File: config.mk
export PLATFORM = sky130hd
export DESIGN_NAME = branch_cond_unit
export DESIGN_NICKNAME = d
export VERILOG_FILES = /design/src/rtl/branch_cond_unit_pkg.sv /design/src/rtl/branch_cond_unit_cond_eval.sv /design/src/rtl/branch_cond_unit.sv
export SDC_FILE = /design/constraint.sdc
export NUM_CORES = 1
export LEC_CHECK = 0
export CORE_MARGIN = 3
export CORE_UTILIZATION = 46
export CTS_CLUSTER_DIAMETER = 30
export DETAILED_ROUTE_END_ITERATION = 12
export PLACE_DENSITY = 0.75
export REMOVE_ABC_BUFFERS = 1
export SLEW_MARGIN = 15
export SYNTH_ARGS = -nofsm -noshare
export SYNTH_HDL_FRONTEND = slang
export SYNTH_SLANG_ARGS = --single-unit
File: constraint.sdc
create_clock -name clk -period 1.5 [get_ports clk]
set_input_delay 0.3 -clock clk [delete_from_list [all_inputs] [get_ports clk]]
set_output_delay 0.3 -clock clk [all_outputs]
set_load 0.005 [all_outputs]
File: src/rtl/branch_cond_unit_pkg.sv
// Shared definitions for the branch condition unit and the condition evaluator.
// Latency: n/a (constants and types only).
// Backpressure: n/a.
package branch_cond_unit_pkg;

    // Condition codes carried on br_cond
    localparam logic [2:0] COND_AL = 3'b000;  // always
    localparam logic [2:0] COND_Z  = 3'b001;  // zero set
    localparam logic [2:0] COND_NZ = 3'b010;  // zero clear
    localparam logic [2:0] COND_N  = 3'b011;  // negative set
    localparam logic [2:0] COND_NN = 3'b100;  // negative clear
    localparam logic [2:0] COND_C  = 3'b101;  // carry set
    localparam logic [2:0] COND_NC = 3'b110;  // carry clear
    localparam logic [2:0] COND_NV = 3'b111;  // never

    // Bit positions inside the {c, n, z} flag word
    localparam int FLAG_Z = 0;
    localparam int FLAG_N = 1;
    localparam int FLAG_C = 2;

    typedef enum logic [1:0] {
        IDLE = 2'd0,
        EVAL = 2'd1,
        ACK  = 2'd2
    } bc_state_e;

endpackage

File: src/rtl/branch_cond_unit_cond_eval.sv
// Purpose: decide whether a condition code is satisfied by a {c, n, z} flag word.
// Latency: purely combinational, zero cycles.
// Backpressure: none; output follows inputs.
module cond_eval
    import branch_cond_unit_pkg::*;
(
    input  logic [2:0] cond_i,
    input  logic [2:0] flags_i,
    output logic       taken_o
);

    // Select the flag test named by the condition code
    always_comb begin
        taken_o = 1'b0;
        case (cond_i)
            COND_AL: taken_o = 1'b1;
            COND_Z:  taken_o = flags_i[FLAG_Z];
            COND_NZ: taken_o = ~flags_i[FLAG_Z];
            COND_N:  taken_o = flags_i[FLAG_N];
            COND_NN: taken_o = ~flags_i[FLAG_N];
            COND_C:  taken_o = flags_i[FLAG_C];
            COND_NC: taken_o = ~flags_i[FLAG_C];
            default: taken_o = 1'b0;
        endcase
    end

endmodule

File: src/rtl/branch_cond_unit.sv
// Purpose: owns the PC; resolves conditional branches against the latched flags.
// Latency: br_req to br_ack is 2 cycles plus up to STALL_MAX flag-update stall cycles.
// Backpressure: none upstream; requests arriving while busy are dropped and flagged on br_drop.
module branch_cond_unit
    import branch_cond_unit_pkg::*;
#(
    parameter int PC_W      = 8,
    parameter int STALL_MAX = 4
) (
    input  logic            clk,
    input  logic            reset,
    input  logic [2:0]      flags,
    input  logic            flag_ld,
    input  logic            pc_inc,
    input  logic            br_req,
    input  logic [2:0]      br_cond,
    input  logic [PC_W-1:0] br_target,
    output logic [PC_W-1:0] pc,
    output logic            busy,
    output logic            br_ack,
    output logic            br_taken,
    output logic            br_drop
);

    bc_state_e       state_q, state_d;
    logic [PC_W-1:0] pc_q, pc_d;
    logic [PC_W-1:0] tgt_q, tgt_d;
    logic [2:0]      cond_q, cond_d;
    logic [3:0]      cnt_q, cnt_d;
    logic            busy_q, busy_d;
    logic            ack_q, ack_d;
    logic            taken_q, taken_d;
    logic            drop_q, drop_d;
    logic            cond_met;

    cond_eval u_cond_eval (
        .cond_i  (cond_q),
        .flags_i (flags),
        .taken_o (cond_met)
    );

    // Next-state, PC update and registered output pulses
    always_comb begin
        state_d = state_q;
        pc_d    = pc_q;
        tgt_d   = tgt_q;
        cond_d  = cond_q;
        cnt_d   = cnt_q;
        taken_d = taken_q;
        ack_d   = 1'b0;
        drop_d  = 1'b0;
        case (state_q)
            IDLE: begin
                // Increment and capture can coincide; a taken branch overwrites pc later.
                if (pc_inc) begin
                    pc_d = pc_q + PC_W'(1);
                end
                if (br_req) begin
                    cond_d  = br_cond;
                    tgt_d   = br_target;
                    state_d = EVAL;
                end
            end
            EVAL: begin
                drop_d = br_req;
                // Flags are about to change: wait, but never longer than STALL_MAX.
                if (flag_ld && (cnt_q < 4'(STALL_MAX))) begin
                    cnt_d = cnt_q + 4'd1;
                end else begin
                    if (cond_met) begin
                        pc_d = tgt_q;
                    end
                    taken_d = cond_met;
                    cnt_d   = 4'd0;
                    ack_d   = 1'b1;
                    state_d = ACK;
                end
            end
            ACK: begin
                drop_d  = br_req;
                state_d = IDLE;
            end
            default: begin
                state_d = IDLE;
            end
        endcase
        busy_d = (state_d != IDLE);
    end

    // State and output registers, cleared asynchronously
    always_ff @(posedge clk or posedge reset) begin
        if (reset) begin
            state_q <= IDLE;
            pc_q    <= '0;
            tgt_q   <= '0;
            cond_q  <= '0;
            cnt_q   <= '0;
            busy_q  <= 1'b0;
            ack_q   <= 1'b0;
            taken_q <= 1'b0;
            drop_q  <= 1'b0;
        end else begin
            state_q <= state_d;
            pc_q    <= pc_d;
            tgt_q   <= tgt_d;
            cond_q  <= cond_d;
            cnt_q   <= cnt_d;
            busy_q  <= busy_d;
            ack_q   <= ack_d;
            taken_q <= taken_d;
            drop_q  <= drop_d;
        end
    end

    assign pc       = pc_q;
    assign busy     = busy_q;
    assign br_ack   = ack_q;
    assign br_taken = taken_q;
    assign br_drop  = drop_q;

endmodule

==> impl_metrics.ini <==
[power_and_ir_drop]
p_leak_nw = 1.11
powerDensity_nw_per_um2 = 2190
total_power_w = 0.00538
ir_worst_vdd_mv = 1.29

[sta]
hold_viol = 0
fin_crit_sh_pct = 117
setup_violations = 9
fin_crit_ns = 1.76
worst_pin_slew_ns = 0.366
rsz0062_at_grt = true
finalSetupTns_ns = -1.85
maxSlewViolCount = 0
fin_ws_ns = -0.258
clock_skew_ns = 0.0119
slew-limit-headroom_pct = 75.6
fmaxAchievable_ghz = 0.569

[placement]
portBuffers = 30
place_hpwl_um = 2460
globalplace.congestion = 0.869

[layout]
final_core_util_pct = 78.6
layout.nets = 243
fillers = 193
num_antenna_cells = 0
syn_to_final_growth_pct = 59.8
drive_gt1_share_pct = 45.2

[die]
die_area_um2 = 4070
ios = 31
core_area_um2 = 3130
die_h_um = 63.8
rows = 20
die_x_um = 63.8
initial_core_util_pct = 49.2

[synth]
synth.distinct_cells = 37
synth_area_per_cell_um2 = 10.7
synthesis.area_um2 = 1540
synth-seq-cells = 29
yosysWarnings = 0
synth_cells = 144
synth_seq_area_share_pct = 47.2

[clock_network]
path_clk_slew_ns = 0.09
clk_latency_ns = 0.35
clockBufferDepth = 2
clockRootBuffer = clkbuf_4
cts.sinks = 29
cts_tree = yes
numCtsBuffers = 5
htreeDepth = 2

[worst_setup_path]
end_kind = flip-flop
crit_type = flip-flop to flip-flop
start_kind = flip-flop
crit_required_ns = 1.71
crit_arrival_ns = 1.97
crit_fanout = 5

[grt]
grt_pass1_vias = 1563
grt_overflow = 0
grt_max_degree = 30
grt_pass1_wl_um = 7360
grt_usage_pct = 23.7
antenna_found_initial = 0

[routing]
wl_um = 4830
antenna_left = 0
detail_route.wl_per_cell_um = 18.2
firstDrtPassIters = 5
drtIter0Drc = 185
vias = 1526
via_per_inst = 5.76
drc = 0

[worst_hold_path]
hp-class = input port to async pin

[outcome]
status = finished, violations left
violations = negative setup slack

[run]
maxCapViolations = 0
## worst paths after layout
check / startpoint / to / slack (ns) / depth (start not counted)
setup / recovery: state_q[0] / pc[3] / -0.26 / 7
min in group clk: cnt_q[0] / cnt_q[0] / 0.50 / 1
hold reg to reg: cnt_q[0] / cnt_q[0] / 0.50 / 1
setup reg to reg: state_q[0] / pc[3] / -0.26 / 7
max in group asynchronous: reset / cond_q[1] / 0.89 / 3
hold / removal: reset / tgt_q[5] / 0.31 / 3
## cell type report
class / count / area, um^2 / share of cell area (%)
Timing Repair Buffer: 75 / 688 / 28.0
Multi-Input combinational cell: 98 / 886 / 36.0
Sequential cell: 29 / 731 / 29.7
Clock buffer: 8 / 48.8 / 1.99
Inverter: 11 / 48.8 / 1.99
Tap cell: 44 / 55.1 / 2.24
## state kept, by name, indices dropped and copies added (netlist names)
register,flops
pc,8
tgt_q,8
cnt_q,4
cond_q,3
state_q,2
br_ack,1
br_drop,1
br_taken,1
busy,1
## metal layers
layer / share of wire (%) / wire length, um / up-vias / global-route usage, %
li1: - / - / 685 / -
met1: 38 / 1860 / 749 / 26.1
met2: 51 / 2470 / 73 / 39.0
met3: 6.6 / 317 / 19 / 5.80
met4: 4.0 / 191 / 0 / 18.1
met5: 0 / 0 / - / 0
## through the flow
step,std cells,hold WS [ns],instance area (um^2),worst slack (ns)
5_1_grt,265,0.336,2460,-0.313
3_3_place_gp,228,0.468,1970,-0.374
6_report,265,0.313,2460,-0.258
2_1_floorplan,137,0.378,1470,-0.750
4_1_cts,261,0.327,2320,-0.209
3_5_place_dp,228,0.486,1970,-0.475
## synth_stat cells (all sizes together)
master,instances,area (um^2)
nand3,15,75.1
buf,1,11.3
o31ai,1,7.51
and4,1,8.76
a21o,2,17.5
o21ai,6,30.0
mux2i,2,20.0
or4,1,7.51
a2bb2oi,2,17.5
o31a,1,8.76
nor3b,1,18.8
and3,2,12.5
nor2,3,11.3
nand4,1,6.26
a31oi,4,31.3
inv,11,41.3
a21oi,6,37.5
mux2,12,135
nor4,1,6.26
ha,4,50.1
dfrtp,29,726
clkbuf,6,52.6
o22ai,4,25.0
nand3b,3,22.5
nor2b,1,6.26
and2,1,6.26
o41ai,1,8.76
a311oi,4,41.3
or3,4,25.0
nand2,9,33.8
or2,3,18.8
o211ai,1,7.51
a211o,1,10.0
## critical path, cell delays in order, from the launching register on
cell and delay (ns):
dfrtp_1 0.41, buf_6 0.13, ha_4 0.18, buf_6 0.14, a21o_4 0.22, or3_4 0.35, o22ai_4 0.11, a311oi_2 0.07
## power by group
group / internal, W / switching, W
clock network: 0.000186 / 0.000272
registers: 0.00113 / 0.000227
logic: 0.00192 / 0.00165
## what timing repair did
item	CTS	global route
pin swaps	13	4
setup endpoints to repair	31	25
hold buffers	0	0
gates cloned	2	0
resized for setup	37	26
hold endpoints to repair	0	0
buffers inserted	23	5
## cells by family after synthesis
family / count (synthesis) / share of synthesized area, %
AND/OR/NAND/NOR: 46 / 16.8
AO/OA/AOI/OAI: 33 / 15.8
flip-flops: 29 / 47.2
buffers and inverters: 18 / 6.83
multiplexers: 14 / 10.1
adder cells (fa/ha/maj): 4 / 3.25
## layout by cell type, fill, tap and decap left out, types with 5 or more instances in the layout
| master | synthesis | layout |
|---|---|---|
| mux2_2 | 12 | 12 |
| nand3_1 | 15 | 14 |
| buf_4 | 0 | 35 |
| nand2_1 | 9 | 8 |
| clkdlybuf4s50_1 | 0 | 19 |
| inv_1 | 11 | 8 |
| clkbuf_4 | 0 | 5 |
| buf_6 | 1 | 7 |
| dfrtp_1 | 29 | 25 |
| dlygate4sd2_1 | 0 | 7 |
No activity file was read; power rests on OpenSTA's default activity.
